<file path="config.mk">
export PLATFORM = sky130hd
export DESIGN_NAME = key_event_gen
export DESIGN_NICKNAME = d
export VERILOG_FILES = /design/src/rtl/key_event_gen.sv
export SDC_FILE = /design/constraint.sdc
export NUM_CORES = 1
export LEC_CHECK = 0
export CAP_MARGIN = 40
export CORE_MARGIN = 2
export CORE_UTILIZATION = 50
export DETAILED_ROUTE_END_ITERATION = 10
export PLACE_DENSITY = 0.73
export REMOVE_ABC_BUFFERS = 1
export SLEW_MARGIN = 20
export SYNTH_ARGS = -nofsm -noshare
export SYNTH_HDL_FRONTEND = slang
export SYNTH_SLANG_ARGS = --single-unit
</file>
<file path="constraint.sdc">
create_clock -name clock -period 2 [get_ports clock]
set_clock_uncertainty 0.05 [all_clocks]
set_input_delay 0.6 -clock clock [delete_from_list [all_inputs] [get_ports clock]]
set_output_delay 0.6 -clock clock [all_outputs]
set_load 0.03 [all_outputs]
</file>
<file path="src/rtl/key_event_gen.sv">
// key_event_gen: converts a debounced key level into press/release/repeat
// events, a held/long-press level pair and a wrapping 8-bit event counter.
// One instance per key, fed directly by the debouncer in the same clock domain.
module key_event_gen #(
    parameter int unsigned HOLD_TIME_LOG   = 20,
    parameter int unsigned REPEAT_TIME_LOG = 18,
    parameter int unsigned ACTIVE_HIGH     = 1
) (
    input  logic       clock,
    input  logic       reset_n,
    input  logic       key,
    input  logic       repeat_en,
    output logic       pressed,
    output logic       long_press,
    output logic       press_pulse,
    output logic       release_pulse,
    output logic       repeat_pulse,
    output logic [7:0] event_cnt
);

    typedef enum logic [2:0] {
        INIT,
        LOCKED,
        IDLE,
        HOLD,
        REPEAT
    } state_t;

    state_t                   state;
    logic [HOLD_TIME_LOG-1:0] cnt;
    logic                     act;

    // Normalise key polarity so the FSM always sees 1 = pressed.
    always_comb begin
        act = (ACTIVE_HIGH != 0) ? key : ~key;
    end

    // Key-event FSM with hold/repeat timer; all outputs registered.
    always_ff @(posedge clock or negedge reset_n) begin
        if (!reset_n) begin
            state         <= INIT;
            cnt           <= '0;
            pressed       <= 1'b0;
            long_press    <= 1'b0;
            press_pulse   <= 1'b0;
            release_pulse <= 1'b0;
            repeat_pulse  <= 1'b0;
            event_cnt     <= '0;
        end else begin
            press_pulse   <= 1'b0;
            release_pulse <= 1'b0;
            repeat_pulse  <= 1'b0;
            case (state)
                INIT: begin
                    // A key already down when reset lifts must be released first.
                    state <= act ? LOCKED : IDLE;
                end
                LOCKED: begin
                    if (!act) begin
                        state <= IDLE;
                    end
                end
                IDLE: begin
                    if (act) begin
                        state       <= HOLD;
                        cnt         <= '0;
                        press_pulse <= 1'b1;
                        pressed     <= 1'b1;
                        event_cnt   <= event_cnt + 8'd1;
                    end
                end
                HOLD: begin
                    if (!act) begin
                        state         <= IDLE;
                        release_pulse <= 1'b1;
                        pressed       <= 1'b0;
                    end else if (cnt == '1) begin
                        state        <= REPEAT;
                        cnt          <= '0;
                        long_press   <= 1'b1;
                        repeat_pulse <= repeat_en;
                        if (repeat_en) begin
                            event_cnt <= event_cnt + 8'd1;
                        end
                    end else begin
                        cnt <= cnt + 1'b1;
                    end
                end
                REPEAT: begin
                    if (!act) begin
                        state         <= IDLE;
                        release_pulse <= 1'b1;
                        pressed       <= 1'b0;
                        long_press    <= 1'b0;
                    end else if (cnt[REPEAT_TIME_LOG-1:0] == '1) begin
                        cnt          <= '0;
                        repeat_pulse <= repeat_en;
                        if (repeat_en) begin
                            event_cnt <= event_cnt + 8'd1;
                        end
                    end else begin
                        cnt <= cnt + 1'b1;
                    end
                end
                default: begin
                    state <= INIT;
                end
            endcase
        end
    end

endmodule

</file>
# Yosys cells after proc, flatten, opt, wreduce, memory -nomap -nowiden

Cells that the tools add are included.

ROM bits: 0
Memories: 0
Latch bits: 0
Register bits after elaboration: 36
Bits of input ports: 4
Memory bits (writable): 0
Output and inout bits: 13
Logic and storage cells: 70

Order comparisons: 0
$add $sub $neg: 2
Bitwise operators: 0
Div/mod/pow operators: 0
Shifts and indexed selects: 0
Mux-type cells: 34
Eq/ne operators: 15
Multiply operators: 0
Reductions and logical operators: 11

Operator list:

| kind                                          | number |
|---|---|
| 2-to-1 mux 20 bit                             | 5 |
| case mux 20 bit (3 select lines)              | 1 |
| 2-to-1 mux 8 bit                              | 6 |
| case mux 8 bit (3 select lines)               | 1 |
| adder 20 x 1 -> 20 bit, second input constant | 1 |
| == test 20 bit, second input constant         | 1 |
| == test 18 bit, second input constant         | 1 |
| inequality test 2 bit, second input constant  | 8 |
| 2-to-1 mux 1 bit                              | 12 |
| 2-to-1 mux 3 bit                              | 4 |
| case mux 3 bit (4 select lines)               | 1 |
| adder 8 x 1 -> 8 bit, second input constant   | 1 |
| AND reduction 4 bit                           | 2 |
| == test 3 x 2 -> 1 bit, second input constant | 2 |
| case mux 1 bit (2 select lines)               | 3 |
| AND reduction 3 bit                           | 2 |
| AND reduction 6 bit                           | 1 |
| nonzero test 2 bit                            | 2 |
| OR reduction 2 bit                            | 2 |
| == test 3 x 1 -> 1 bit, second input constant | 1 |
| == test 3 bit, second input constant          | 1 |
| logical NOT 3 bit                             | 1 |
| inequality test 3 bit, second input constant  | 1 |
| nonzero test 3 bit                            | 1 |
| 2-to-1 mux 2 bit                              | 1 |

# Depth between registers and ports, before layout

Gate-level depths: netlist (run 1).

Word-level depth: 5
Depth in mapped cells: 7
Mapped depth without buffers: 6

# Worst setup path before layout (run 1)

OpenSTA, ideal clock, no wires.

Path kind: flip-flop to flip-flop
Start: register cnt[0]
End: register event_cnt[1]
Setup slack: 2 ps
Cell stages (with the launch flop): 7
Required time: 1825 ps
Path buffers: 0
Setup time: 125 ps
Arrival time: 1824 ps
Period minus slack after synthesis: 1998 ps
Cell sequence: dfrtp_1 -> ha_1 -> nand2_1 -> nor4_4 -> a21oi_2 -> nor2_1 -> mux2_2

Word-level cells in the longest chain between the ends: 3
Elaborated cells between the ends (all ways): 5
Classes of those cells: eq/ne: 4; reduce/logical: 1

Ends and longest elaborated chain:

| what                                             | line   | source |
|---|---|---|
| start: declaration                               | 30     | `logic [HOLD_TIME_LOG-1:0] cnt;` |
| start signal: assignment                         | 86     | `cnt <= cnt + 1'b1;` |
| start signal: assignment                         | 102    | `cnt <= cnt + 1'b1;` |
| == test 20 bit or == test 18 bit (tied branches) | 77, 95 |  |
| inequality test 2 bit (no line)                  | --     |  |
| AND reduction 6 bit (no line) (*)                | --     |  |
| end signal: assignment                           | 69     | `event_cnt <= event_cnt + 8'd1;` |
| end signal: assignment                           | 83     | `event_cnt <= event_cnt + 8'd1;` |
| end signal: assignment                           | 99     | `event_cnt <= event_cnt + 8'd1;` |
| end: declaration                                 | 18     | `output logic [7:0] event_cnt` |

Mark *: on every way between the ends. The rest lies on a longest branch, timed or not.
A chain may end at the register's enable or synchronous reset.

# Worst setup path in the final report (run 1)

Start: register long_press
End: output port long_press

RTL lines:

| what                     | line | source |
|---|---|---|
| start: declaration       | 14   | `output logic long_press,` |
| start signal: assignment | 44   | `long_press <= 1'b0;` |
| start signal: assignment | 80   | `long_press <= 1'b1;` |
| start signal: assignment | 94   | `long_press <= 1'b0;` |

No word-level cell between the ends.

==> impl_metrics.env, run 1 <==
export IMPL_critPathCaptureType="primary output"
export IMPL_start_util_pct=51.4
export IMPL_cts_buffers=5
export IMPL_hold_end="event_cnt[6]"
export IMPL_grt_pass1_vias=1646
export IMPL_netlist_area_mm2=0.00187
export IMPL_synth_cell_types=43
export IMPL_critPathSlowestCell="clkdlybuf4s50_1"
export IMPL_hp_class="register to register"
export IMPL_htreeDepth=2
export IMPL_syn_area_per_cell_um2=9.48
export IMPL_max_cap_violations=0
export IMPL_path_cells="clkdlybuf4s50_1"
export IMPL_outcome="complete, no violations"
export IMPL_start_kind="register"
export IMPL_drt_pass1_iter_count=4
export IMPL_power_density_mw_per_mm2=749
export IMPL_vdd_drop_max_uv=366
export IMPL_viasPerCell=5.83
export IMPL_synthToLayoutAreaGrowth_pct=29.7
export IMPL_remaining_drc_errors=0
export IMPL_path_buf_inv=1
export IMPL_min_path_cells=1
export IMPL_fmax_ghz=0.511
export IMPL_wire_per_inst_um=14.2
export IMPL_antenna_found_initial=0
export IMPL_netlist_instances=197
export IMPL_vias=1719
export IMPL_cpPeakStageDelay_ps=670
export IMPL_critPathKind="register to primary output"
export IMPL_die_width_um=65.1
export IMPL_r2r_start="cnt[9]"
export IMPL_stdcell_count=295
export IMPL_path_clk_slew_ps=70
export IMPL_io_buffers=16
export IMPL_cp_arrival_ps=1310
export IMPL_n_antenna_cell=0
export IMPL_drive_gt1_share_pct=21.9
export IMPL_cts_tree="done"
export IMPL_fin_crit_sh_pct=97.9
export IMPL_final_setup_viol_count=0
export IMPL_dp_cells=279
export IMPL_hold_violations=0
export IMPL_p_total_mw=1.82
export IMPL_clock_latency_ps=280
export IMPL_yosys_warnings=0
export IMPL_critPathTopFamily="buffers and inverters"
export IMPL_cts_num_sinks=36
export IMPL_grt_max_degree=37
export IMPL_grt_pass1_wl_mm=7.13
export IMPL_track_usage_pct=21.6
export IMPL_seq_area_frac_synth_pct=48.2
export IMPL_cp_max_fo=2
export IMPL_r2r_end="event_cnt[7]"
export IMPL_final_nets=252
export IMPL_layout_common_cells="dfrtp_1 (33), buf_4 (30), nand2_1 (28)"
export IMPL_antenna_left=0
export IMPL_io_pin_count=17
export IMPL_wl_mm=4.19
export IMPL_leakage_nw=1.06
export IMPL_min_from="event_cnt[6]"
export IMPL_rows=22
export IMPL_die_h_um=65.1
export IMPL_final_common_cell="dfrtp_1"
export IMPL_die_area_mm2=0.00424
export IMPL_drtIter0Drc=212
export IMPL_cp_required_ps=1350
export IMPL_core_area_mm2=0.00363
export IMPL_place_congestion=0.788
export IMPL_clockBufferDepth=2
export IMPL_r2r_slack_ps=100
export IMPL_dp_hpwl_mm=2.88
export IMPL_min_period_ps=1960
export IMPL_gr_total_overflow=0
export IMPL_synth_seq_cells=36
export IMPL_worst_pin_slew_ps=451
export IMPL_maxSlewViolCount=0
export IMPL_maxSlewHeadroom_pct=70.0
export IMPL_worst_r2r_cell_count=7
export IMPL_root_buffer="clkbuf_8"
-- area by class of cell --
cell class	instances	area (µm²)
sequential	36	905
inverter	5	18.8
multi-input combinational	151	948
tap	48	60.1
fill	310	1210
timing repair buffer	47	399
clock buffer	6	82.6
clock inverter	2	10.0
-- per-stage QoR --
step / hold WS (ps) / utilization [%] / area [µm²] / setup WS (ps) / setup TNS, ps
after floorplan: 254 / - / 1850 / -199 / -970
after global placement: 405 / 62.0 / 2250 / -117 / -1850
after detailed placement: 451 / 62.0 / 2250 / -226 / -2630
after CTS: 456 / 64.8 / 2360 / 8.89 / 0
after global routing: 485 / 66.7 / 2420 / -22.7 / -72.0
final: 450 / 66.7 / 2420 / 42.1 / 0
-- registers in the layout (all words and copies together) (netlist names) --
name and cells:
cnt 20, event_cnt 8, state 3, long_press 1
press_pulse 1, pressed 1, release_pulse 1, repeat_pulse 1
-- report_power, final --
group	internal, mW	switching, mW
logic	0.164	0.252
registers	0.796	0.0791
clock network	0.275	0.251
-- timing repair --
item / CTS / global route
hold buffers: 0 / 0
resized for setup: 9 / 8
cloned: 0 / 0
endpoints found under the setup margin: 10 / 26
buffers inserted: 2 / 6
pin swaps: 2 / 4
-- cells in the mapped netlist --
library cell | n | share of area, %
dfrtp_1 | 36 | 48
nand2_1 | 29 | 5.8
nand3_1 | 27 | 7.2
o21ai_0 | 13 | 3.5
nor2_1 | 8 | 1.6
or3_1 | 7 | 2.3
a21oi_1 | 6 | 1.6
xor2_1 | 6 | 2.8
inv_1 | 5 | 1.0
nor3_1 | 5 | 1.3
o311ai_0 | 5 | 2.3
nand4_1 | 4 | 1.3
clkbuf_1 | 3 | 0.60
nor4_2 | 3 | 2.0
a211oi_1 | 2 | 0.80
a22o_1 | 2 | 0.94
a31oi_1 | 2 | 0.67
and3_1 | 2 | 0.67
buf_2 | 2 | 0.54
ha_1 | 2 | 1.3
nand2b_1 | 2 | 0.67
nor3b_1 | 2 | 0.80
o21ai_1 | 2 | 0.54
o31ai_1 | 2 | 0.80
o41ai_1 | 2 | 0.94
a211oi_2 | 1 | 0.67
a21o_1 | 1 | 0.40
a21oi_2 | 1 | 0.47
and2_1 | 1 | 0.34
and3b_1 | 1 | 0.47
and4_1 | 1 | 0.47
mux2_2 | 1 | 0.60
nand3_2 | 1 | 0.54
nand4b_1 | 1 | 0.47
nor2b_1 | 1 | 0.34
nor3b_2 | 1 | 0.67
nor4_4 | 1 | 1.1
nor4b_1 | 1 | 0.47
nor4b_2 | 1 | 0.80
o211ai_1 | 1 | 0.40
o22ai_1 | 1 | 0.34
o311ai_1 | 1 | 0.47
xnor2_1 | 1 | 0.47
-- worst reg2reg max path, delay by kind of cell (launching register included) --
kind / cells / cell delay [ps]
simple gates: 3 / 740
flops: 1 / 410
buf+inv: 2 / 340
xor+xnor: 1 / 200
compound gates: 1 / 60
-- how the worst max path moves through the flow --
stage	startpoint	endpoint	slack (ps)	cells after the start
2_1_floorplan	state[1]	cnt[18]	-200	5
3_3_place_gp	repeat_en	event_cnt[7]	-120	7
3_5_place_dp	repeat_en	event_cnt[7]	-230	7
4_1_cts	event_cnt[5]	event_cnt[5]	9	1
5_1_grt	cnt[9]	state[1]	-20	8
6_report	long_press	long_press	40	1
-- per-layer routing --
metal  wire [µm]  track usage [%]
met2        2170             38.9
met5           0                0
met3         178             3.60
met1        1790             26.2
met4          51             7.55
-- logic make-up after synthesis --
family          synth area share (%)
flops                           48.2
fa+ha+maj                       1.34
compound gates                  14.9
simple gates                    29.5
mux                            0.603
xor+xnor                        3.28
buf+inv                         2.14
(Power assumes the default switching activity.)
==> run 2: changes to the inputs <==
- CAP_MARGIN: 40 -> not set
==> results of run 2 <==
No change in the layout: final DEF, timing and power equal those of run 1.
==> run 3: changes to the inputs <==
- SETUP_SLACK_MARGIN: not set -> 0.15
==> run 3 against run 2 <==
  * Die area stayed put
  * Hold slack better by 1.1 ps
  * Final area is 6.9% higher
  * Sequential power is 0.5% higher
  * Non-clock buffer count is 10 higher
  * Sequential cell count stayed put
  * Worst setup slack better by 16 ps
  * First-iteration DRC count is 38% lower
  * Combinational power is 6.3% higher
  * Register-to-register slack worse by 40 ps
  * Critical path depth is 5 higher
  * Final cell count is 3.4% higher
==> impl_metrics.env, run 3 (synthesis gave the netlist of run 1 again) <==
export IMPL_die_h_um=65.1
export IMPL_whs_ps=451
export IMPL_maxSlewViolCount=0
export IMPL_cp_max_fo=3
export IMPL_vias=1796
export IMPL_p_total_mw=1.85
export IMPL_hp_class="register to register"
export IMPL_path_clk_slew_ps=70
export IMPL_gr_total_overflow=0
export IMPL_cts_tree="done"
export IMPL_antenna_found_initial=0
export IMPL_root_buffer="clkbuf_8"
export IMPL_remaining_drc_errors=0
export IMPL_outcome="complete, no violations"
export IMPL_power_density_mw_per_mm2=715
export IMPL_regMostFlops="cnt"
export IMPL_top_regs="cnt x20, event_cnt x8, state x3"
export IMPL_critPathCaptureType="register"
export IMPL_io_buffers=16
export IMPL_die_area_mm2=0.00424
export IMPL_r2r_slack_ps=60
export IMPL_start_util_pct=51.4
export IMPL_drtIter0Drc=132
export IMPL_place_congestion=0.788
export IMPL_final_common_cell="buf_4"
export IMPL_n_antenna_cell=0
export IMPL_grt_pass1_wl_mm=7.38
export IMPL_core_area_mm2=0.00363
export IMPL_clockBufferDepth=2
export IMPL_maxSlewHeadroom_pct=69.7
export IMPL_setup_slack_ps=57.8
export IMPL_cts_num_sinks=36
export IMPL_viasPerCell=5.89
export IMPL_htreeDepth=2
export IMPL_final_setup_viol_count=0
export IMPL_clock_latency_ps=290
export IMPL_cts_buffers=5
export IMPL_wire_per_inst_um=15.3
export IMPL_wl_mm=4.67
export IMPL_cp_required_ps=2080
export IMPL_rows=22
export IMPL_drt_pass1_iter_count=4
export IMPL_min_path_cells=1
export IMPL_leakage_nw=1.19
export IMPL_antenna_left=0
export IMPL_dp_slack_ps=-226
export IMPL_start_kind="register"
export IMPL_io_pin_count=17
export IMPL_final_nets=262
export IMPL_drive_gt1_share_pct=30.0
export IMPL_worst_pin_slew_ps=455
export IMPL_hold_violations=0
export IMPL_grt_pass1_vias=1685
export IMPL_cp_arrival_ps=2020
export IMPL_track_usage_pct=22.6
export IMPL_grt_max_degree=37
export IMPL_min_period_ps=1940
export IMPL_largest_register_ff_count=20
export IMPL_synthToLayoutAreaGrowth_pct=38.7
export IMPL_critPathKind="register to register"
export IMPL_max_cap_violations=0
export IMPL_vdd_drop_max_uv=399
export IMPL_die_width_um=65.1
export IMPL_worst_r2r_cell_count=6
export IMPL_rsz0062_at_grt="yes"
export IMPL_dp_hpwl_mm=2.88
export IMPL_fmax_ghz=0.515
export IMPL_layout_common_cells="buf_4 (36), dfrtp_1 (34), nand2_1 (28)"
export IMPL_holdBufCountCts=0
export IMPL_fin_crit_sh_pct=97.1
[run 3: changes by cell type in the layout (fill, tap and decap cells not counted), moves of 4 or more]
cell	delta
buf_4	+6
buf_6	+4
clkdlybuf4s50_1	-7
dlygate4sd2_1	+6
[run 3: worst paths after layout]
check | end | startpoint
setup / recovery | cnt[18] | cnt[1]
hold / removal | event_cnt[6] | event_cnt[6]
min in group asynchronous | cnt[16] | reset_n
max in group asynchronous | state[0] | reset_n
hold reg to reg | event_cnt[6] | event_cnt[6]
setup reg to reg | cnt[18] | cnt[1]
[run 3: what timing repair did]
| action | CTS | global route |
|---|---|---|
| gates resized for setup | 24 | 25 |
| setup endpoints to repair | 38 | 33 |
| cloned | 0 | 0 |
| setup buffers | 7 | 11 |
| pin swaps | 6 | 12 |
[run 3: routing by layer]
metal / global-route usage, % / share of wire (%) / vias up
li1: - / - / 842
met1: 27.7 / 40 / 895
met2: 39.8 / 55 / 50
met3: 5.99 / 4.2 / 9
met4: 5.47 / 1.5 / 0
met5: 0 / 0 / -
[run 3: final cells by class]
| cell class | instances | area [µm²] |
|---|---|---|
| inverters | 5 | 18.8 |
| clock inverters | 2 | 10.0 |
| multi-input cells | 151 | 1030 |
| repair buffers | 57 | 482 |
| well taps | 48 | 60.1 |
| fillers | 274 | 1040 |
| flip-flops and latches | 36 | 903 |
| clock buffers | 6 | 82.6 |
[run 3: where the power goes]
| group | switching (mW) | leakage (nW) | internal (mW) | total, mW |
|---|---|---|---|---|
| registers | 0.0831 | 0.473 | 0.796 | 0.879 |
| logic | 0.268 | 0.664 | 0.173 | 0.442 |
| clock network | 0.258 | 0.0510 | 0.275 | 0.532 |
[run 3: critical path, stage by stage, from the launching register on]
cell,delay (ps)
dfrtp_1,400
ha_4,170
nand2_4,60
buf_4,150
or3_1,410
o311ai_0,350
o311ai_1,210
[run 3: per-stage QoR]
| stage | util [%] | std cells | instance area [µm²] | setup TNS, ps |
|---|---|---|---|---|
| 4_1_cts | 66.7 | 294 | 2420 | 0 |
| 3_5_place_dp | 62.0 | 279 | 2250 | -2630 |
| 2_1_floorplan | - | 192 | 1850 | -970 |
| 6_report | 71.3 | 305 | 2590 | 0 |
| 5_1_grt | 71.3 | 305 | 2590 | -5.17 |
| 3_3_place_gp | 62.0 | 279 | 2250 | -1850 |
